[src/rtl/updown_counter_ctrl.sv]
// Parametrised up/down counter with modulo limit, wrap/saturate, load, clear, tc pulse and sticky ovf.
// Define UPDOWN_COUNTER_PRESCALE_EN to build the enable prescaler (step once per prescale+1 enabled cycles).
module updown_counter_ctrl #(
  parameter int unsigned WIDTH = 8,
  parameter int unsigned PRE_W = 4
) (
  input  logic             clk,
  input  logic             rst_n,
  input  logic             en,
  input  logic             up,
  input  logic             clr,
  input  logic             load,
  input  logic [WIDTH-1:0] load_val,
  input  logic [WIDTH-1:0] limit,
  input  logic             sat_mode,
  input  logic [PRE_W-1:0] prescale,
  output logic [WIDTH-1:0] q,
  output logic             tc,
  output logic             ovf,
  output logic             at_max,
  output logic             at_min
);

  logic             tick;
  logic [WIDTH-1:0] q_d;
  logic             tc_d;
  logic             ovf_d;

`ifdef UPDOWN_COUNTER_PRESCALE_EN
  logic [PRE_W-1:0] pre_q;
  logic [PRE_W-1:0] pre_d;

  // Prescaler: counts enabled cycles, fires tick when it reaches the programmed ratio.
  always_comb begin
    tick  = (pre_q == prescale);
    pre_d = pre_q;
    if (clr || load) begin
      pre_d = '0;
    end else if (en) begin
      pre_d = tick ? '0 : pre_q + PRE_W'(1);
    end
  end

  always_ff @(posedge clk) begin
    if (!rst_n) begin
      pre_q <= '0;
    end else begin
      pre_q <= pre_d;
    end
  end
`else
  logic unused_prescale;
  assign unused_prescale = ^prescale;
  assign tick            = 1'b1;
`endif

  // Next count: clr > load > step; a boundary step raises tc for one cycle and sets ovf.
  always_comb begin
    q_d   = q;
    tc_d  = 1'b0;
    ovf_d = ovf;
    if (clr) begin
      q_d   = '0;
      ovf_d = 1'b0;
    end else if (load) begin
      q_d = (load_val > limit) ? limit : load_val;
    end else if (en && tick) begin
      if (up) begin
        if (q < limit) begin
          q_d = q + WIDTH'(1);
        end else begin
          q_d   = sat_mode ? limit : '0;
          tc_d  = 1'b1;
          ovf_d = 1'b1;
        end
      end else begin
        if (q != '0) begin
          q_d = q - WIDTH'(1);
        end else begin
          q_d   = sat_mode ? '0 : limit;
          tc_d  = 1'b1;
          ovf_d = 1'b1;
        end
      end
    end
  end

  always_ff @(posedge clk) begin
    if (!rst_n) begin
      q   <= '0;
      tc  <= 1'b0;
      ovf <= 1'b0;
    end else begin
      q   <= q_d;
      tc  <= tc_d;
      ovf <= ovf_d;
    end
  end

  assign at_max = (q >= limit);
  assign at_min = (q == '0);

endmodule

[config.mk]
export PLATFORM = sky130hd
export DESIGN_NAME = updown_counter_ctrl
export DESIGN_NICKNAME = d
export VERILOG_FILES = /design/src/rtl/updown_counter_ctrl.sv
export SDC_FILE = /design/constraint.sdc
export NUM_CORES = 1
export LEC_CHECK = 0
export CAP_MARGIN = 5
export CORE_ASPECT_RATIO = 0.8
export CORE_MARGIN = 2
export CORE_UTILIZATION = 40
export CTS_CLUSTER_DIAMETER = 120
export DETAILED_ROUTE_END_ITERATION = 16
export PLACE_DENSITY = 0.68
export SYNTH_ARGS = -nofsm -noshare
export SYNTH_HDL_FRONTEND = slang
export SYNTH_SLANG_ARGS = --single-unit
export TNS_END_PERCENT = 100
[constraint.sdc]
create_clock -name clk -period 4.9 [get_ports clk]
set_clock_uncertainty 0.15 [all_clocks]
set_input_delay 0.98 -clock clk [delete_from_list [all_inputs] [get_ports clk]]
set_output_delay 0.98 -clock clk [all_outputs]
set_load 0.01 [all_outputs]
---- After elaboration in Yosys (flattened, before gate mapping) ----
Index checks and enable logic that the tools add are counted.
operators by class
  add/subtract/negate cells ............... 2
  $lt $le $gt $ge ......................... 3
  equality and inequality tests ........... 2
  multiplexer cells ....................... 14
  bitwise gates (word level) .............. 3
  reductions and logical operators ........ 6
operators with widths
  kind                                                                count
  8-bit two-way mux                                                   8
  8-bit by 1-bit adder with 8-bit output, second input constant       1
  8-bit greater-or-equal comparator                                   1
  8-bit greater-than comparator                                       1
  8-bit logical NOT                                                   1
  8-bit < comparator                                                  1
  8-bit nonzero test                                                  1
  8-bit by 1-bit subtractor with 8-bit output, second input constant  1
  1-bit two-way mux                                                   6
  2-bit inequality test, second input constant                        2
  4-bit AND reduction                                                 1
  4-bit OR reduction                                                  1
  1-bit NOT                                                           3
  2-bit nonzero test                                                  1
  2-bit OR reduction                                                  1
storage, ports and cells
  register bits ........................... 10
  bits of input ports ..................... 27
  output and inout port bits .............. 12
  word-level logic and storage cells ...... 33

---- Longest topological paths before layout ----
  depth after elaboration ................. 5
  gate-level depth with buffers ........... 10
  mapped depth without buffers ............ 8

---- Worst setup path after synthesis ----
OpenSTA, ideal clock, no wires.
  path type ............................... input port to output port
  from .................................... input limit[5]
  to ...................................... output at_max
  data arrival time ....................... 2.461 ns
  data required time ...................... 3.770 ns
  path slack .............................. 1.309 ns
  cell stages on the path ................. 8
  buffers on the path ..................... 1
  path through ............................ inv_1 ha_1 a21oi_1 nor2_1 a211oi_2 and2_0 clkbuf_1 o21ai_0
between the ends
  longest elaborated chain between the ends .. 1
RTL lines
  element                            RTL line  source
  from (decl)                        14        input logic [WIDTH-1:0] limit,
  8-bit greater-or-equal comparator  100       assign at_max = (q >= limit);
  to (decl)                          20        output logic at_max,
Every way passes these cells.

---- Worst setup path after layout ----
  from .................................... input limit[1]
  to ...................................... output at_max
Same word-level chain as after synthesis.

==> results summary <==
The critical path is of the in -> out type. The synthesized design contains 0 enable-type register cells. The endpoint of the worst hold-timing path is ovf. The root cell of the clock tree is clkbuf_8.

The run finished with clean final reports. For this run, the detailed router's first-pass iteration total came to 4. Detailed routing inserted a total of 1,523 vias. The detailed placement HPWL is 3.16 mm. The worst hold path stage count is 1.

0 antenna diodes ended up in the layout. The count of hold-fix buffers inserted at cts came out at 0. The peak clock frequency supported by timing is 235 MHz. Prior to clock tree synthesis, the placed netlist has a worst setup slack of 0.663 ns. In this run the post-CTS setup repair buffer count came out at 0. The CTS tree is done. The number of I/O pins came out at 39. The number of maximum-capacitance violations came out at 0. The critical path required time came out at 3.77 ns. The worst-margin pin slew is 0.647 ns. The startpoint identified for the worst register-to-register timing path is q[1]. Overall power consumption after layout is estimated at 0.348 mW. Summed over all instances, the cell type with the most area after synthesis is ha_1. The worst slack on hold paths is 0.329 ns. The ratio of final minimum period to clock period came out at 86.8%. The proportion of layout cells with a drive suffix above 1 came out at about 7.8%. The post-synth net total is 237. The synthesized flop and latch total is 10. Dividing the synthesized area by the synthesized cell count gives between 7 and 8 um2. The final number of hold-violating endpoints is 0. The clock insertion delay at the later pin of the skew report came out at 0.24 ns. The min-delay analysis places its worst path in the category reg -> reg. The core region area came out at 0.00347 mm2.

The number of nets with antenna violations after routing came out at 0. No sink is reached through more buffers than the 2 on the longest clock path. Yosys instantiated no cell more often than a21oi_1. In this run the biggest area consumer among cell types represents between 15 and 20% of the synthesized area. The accumulated negative setup slack is 0 ns. The chip width is 71.6 um. From bottom edge to top edge, the die measures approximately 58 um.

The number of warnings issued by yosys is 0. The global-route wire length before repair is around 6.8 mm. The initial antenna violation count is 0. The post-route core utilization is between 50% and 60%. The average via count per standard cell came out at 5.84. In this run the tightest slew margin relative to its limit is between 50% and 60%. The total wire length after detailed routing is 4.08 mm. The DRC violation total after the first TritonRoute iteration came out at 138. The number of clock sinks seen by CTS came out at 10. From synthesis to final layout, the design area changed by 26.8%. After synthesis, the cell types taking the most area are ha_1, dfxtp_1, a21oi_1. The clock transition time at the flip-flop clock pins of the worst setup and hold paths came out at 0.05 ns. The reg-to-reg endpoint is q[0].

The launch instance of the worst min-delay path is ovf. Counting instances in the post-synthesis netlist gives the leading cell types as a21oi_1, ha_1, o21ai_0, inv_1, dfxtp_1. The final-report max-slew violation count was 0. The residual DRC count came out at 0. The final net count is 267. The number of distinct standard cells referenced by the synthesized netlist is 52.

The number of CTS-inserted buffers is 3. The worst supply voltage drop on vdd is roughly 0.000090 V. The logic depth of the worst register-to-register path is 8. Dividing total power by cell area gives a power density of 188 mW/mm2.

The worst-case register-to-register setup slack is 2.42 ns. Of all nets on the critical path, the largest fanout is 3. The residual overflow from global routing came out at 0.

Setup repair after global routing left no endpoint under its margin. Counting flops with an async set or reset pin after synthesis yields a share of 0%. Dividing the detail-routed wire length by the instance count gives around 16 um. In the post-route analysis, the smallest setup slack over all paths is 0.645 ns. Entering global routing, the biggest net connects 20 pins. The final setup violation count is 0. STA classifies the critical path startpoint as a primary input. The part of the Yosys area used for sequential elements is 13.7%. The last weighted congestion value of the routability-driven placer is 0.820. The count of buffers from port buffering is 34.

The worst path in the final design needs a cycle of 4.26 ns, including I/O delays and setup. The via count of the first global-routing pass came to 1,427. The count of H-tree levels built during CTS is 1. Once the clock tree was built, the resizer swapped 0 gates to a different size.

The starting density of the core is 42.1%. The kind of end point of the critical path is a primary output. The mapped cell area came out at 0.00146 mm2. The number of placement rows came out at 19. The global routing usage summed across all routing layers is 20.3%. The leakage dissipation is ~0.78 nW.

The most used flip-flop cell after synthesis is dfxtp_1. The die area is 0.00416 mm2. The count of mapped cells out of synthesis came out at 191. The worst endpoint data arrival time came out at 3.13 ns.
## cell families after synthesis
kind of cell	share of synthesized area, %
AO/OA/AOI/OAI	34.0
AND/OR/NAND/NOR	19.7
buffers and inverters	7.53
adder cells (fa/ha/maj)	16.3
flip-flops	13.7
XOR/XNOR	5.39
multiplexers	3.42
## flip-flops by register name, indices dropped and copies added (netlist names)
signal,count
q,8
ovf,1
tc,1
## where the power goes
group / switching, mW / internal (mW)
Clock: 0.0334 / 0.0539
Combinational: 0.0831 / 0.0783
Sequential: 0.0128 / 0.0861
## worst max-delay path, stage by stage
cell             delay, ns
clkdlybuf4s50_1       0.48
inv_1                 0.08
ha_1                  0.31
nor2b_1               0.13
o211a_1               0.22
o21bai_2              0.15
and2_0                0.17
o21ai_0               0.11
clkdlybuf4s50_1       0.49
## layout by cell type, fill, tap and decap left out, drive strengths merged, types with 3 or more instances in the layout
cell and instances:
a211oi 8, a21oi 20, a31oi 4, nand2 7
o311ai 3, o21ai 19, xnor2 5, dfxtp 10
nand4 4, and2 4, and3 3, clkdlybuf4s50 34
buf 3, clkbuf 3, nor2b 4, xor2 4
nor3 4, inv 12, nor2 9, a21o 3
ha 19, nand3 9, o211a 3, mux2i 5
## area by class of cell
| type | count | area (um2) |
|---|---|---|
| multi-input cells | 157 | 1150 |
| clock buffers | 3 | 41.3 |
| flip-flops and latches | 10 | 200 |
| fillers | 329 | 1620 |
| well taps | 42 | 52.6 |
| inverters | 12 | 45.0 |
| repair buffers | 37 | 363 |
## stage by stage
step                      cell area, um2  std cells
final                               1850        261
after global placement              1810        258
after global routing                1850        261
after floorplan                     1460        191
after CTS                           1850        261
after detailed placement            1810        258
## layer usage
metal | track usage [%] | wire length [um] | up-vias
met5 | 0 | 0 | -
li1 | - | - | 777
met3 | 4.17 | 416 | 0
met2 | 32.8 | 1710 | 70
met1 | 29.4 | 1950 | 676
met4 | 0.809 | 0 | 0
## worst max path at each step
stage / from / cells after the start / slack (ns) / end
after global placement: limit[5] / 9 / 0.65 / at_max
after detailed placement: limit[1] / 9 / 0.66 / at_max
after floorplan: limit[5] / 8 / 1.31 / at_max
after global routing: limit[1] / 9 / 0.53 / at_max
after CTS: limit[1] / 9 / 0.65 / at_max
final: limit[1] / 9 / 0.64 / at_max
No activity file was read; power rests on OpenSTA's default activity.
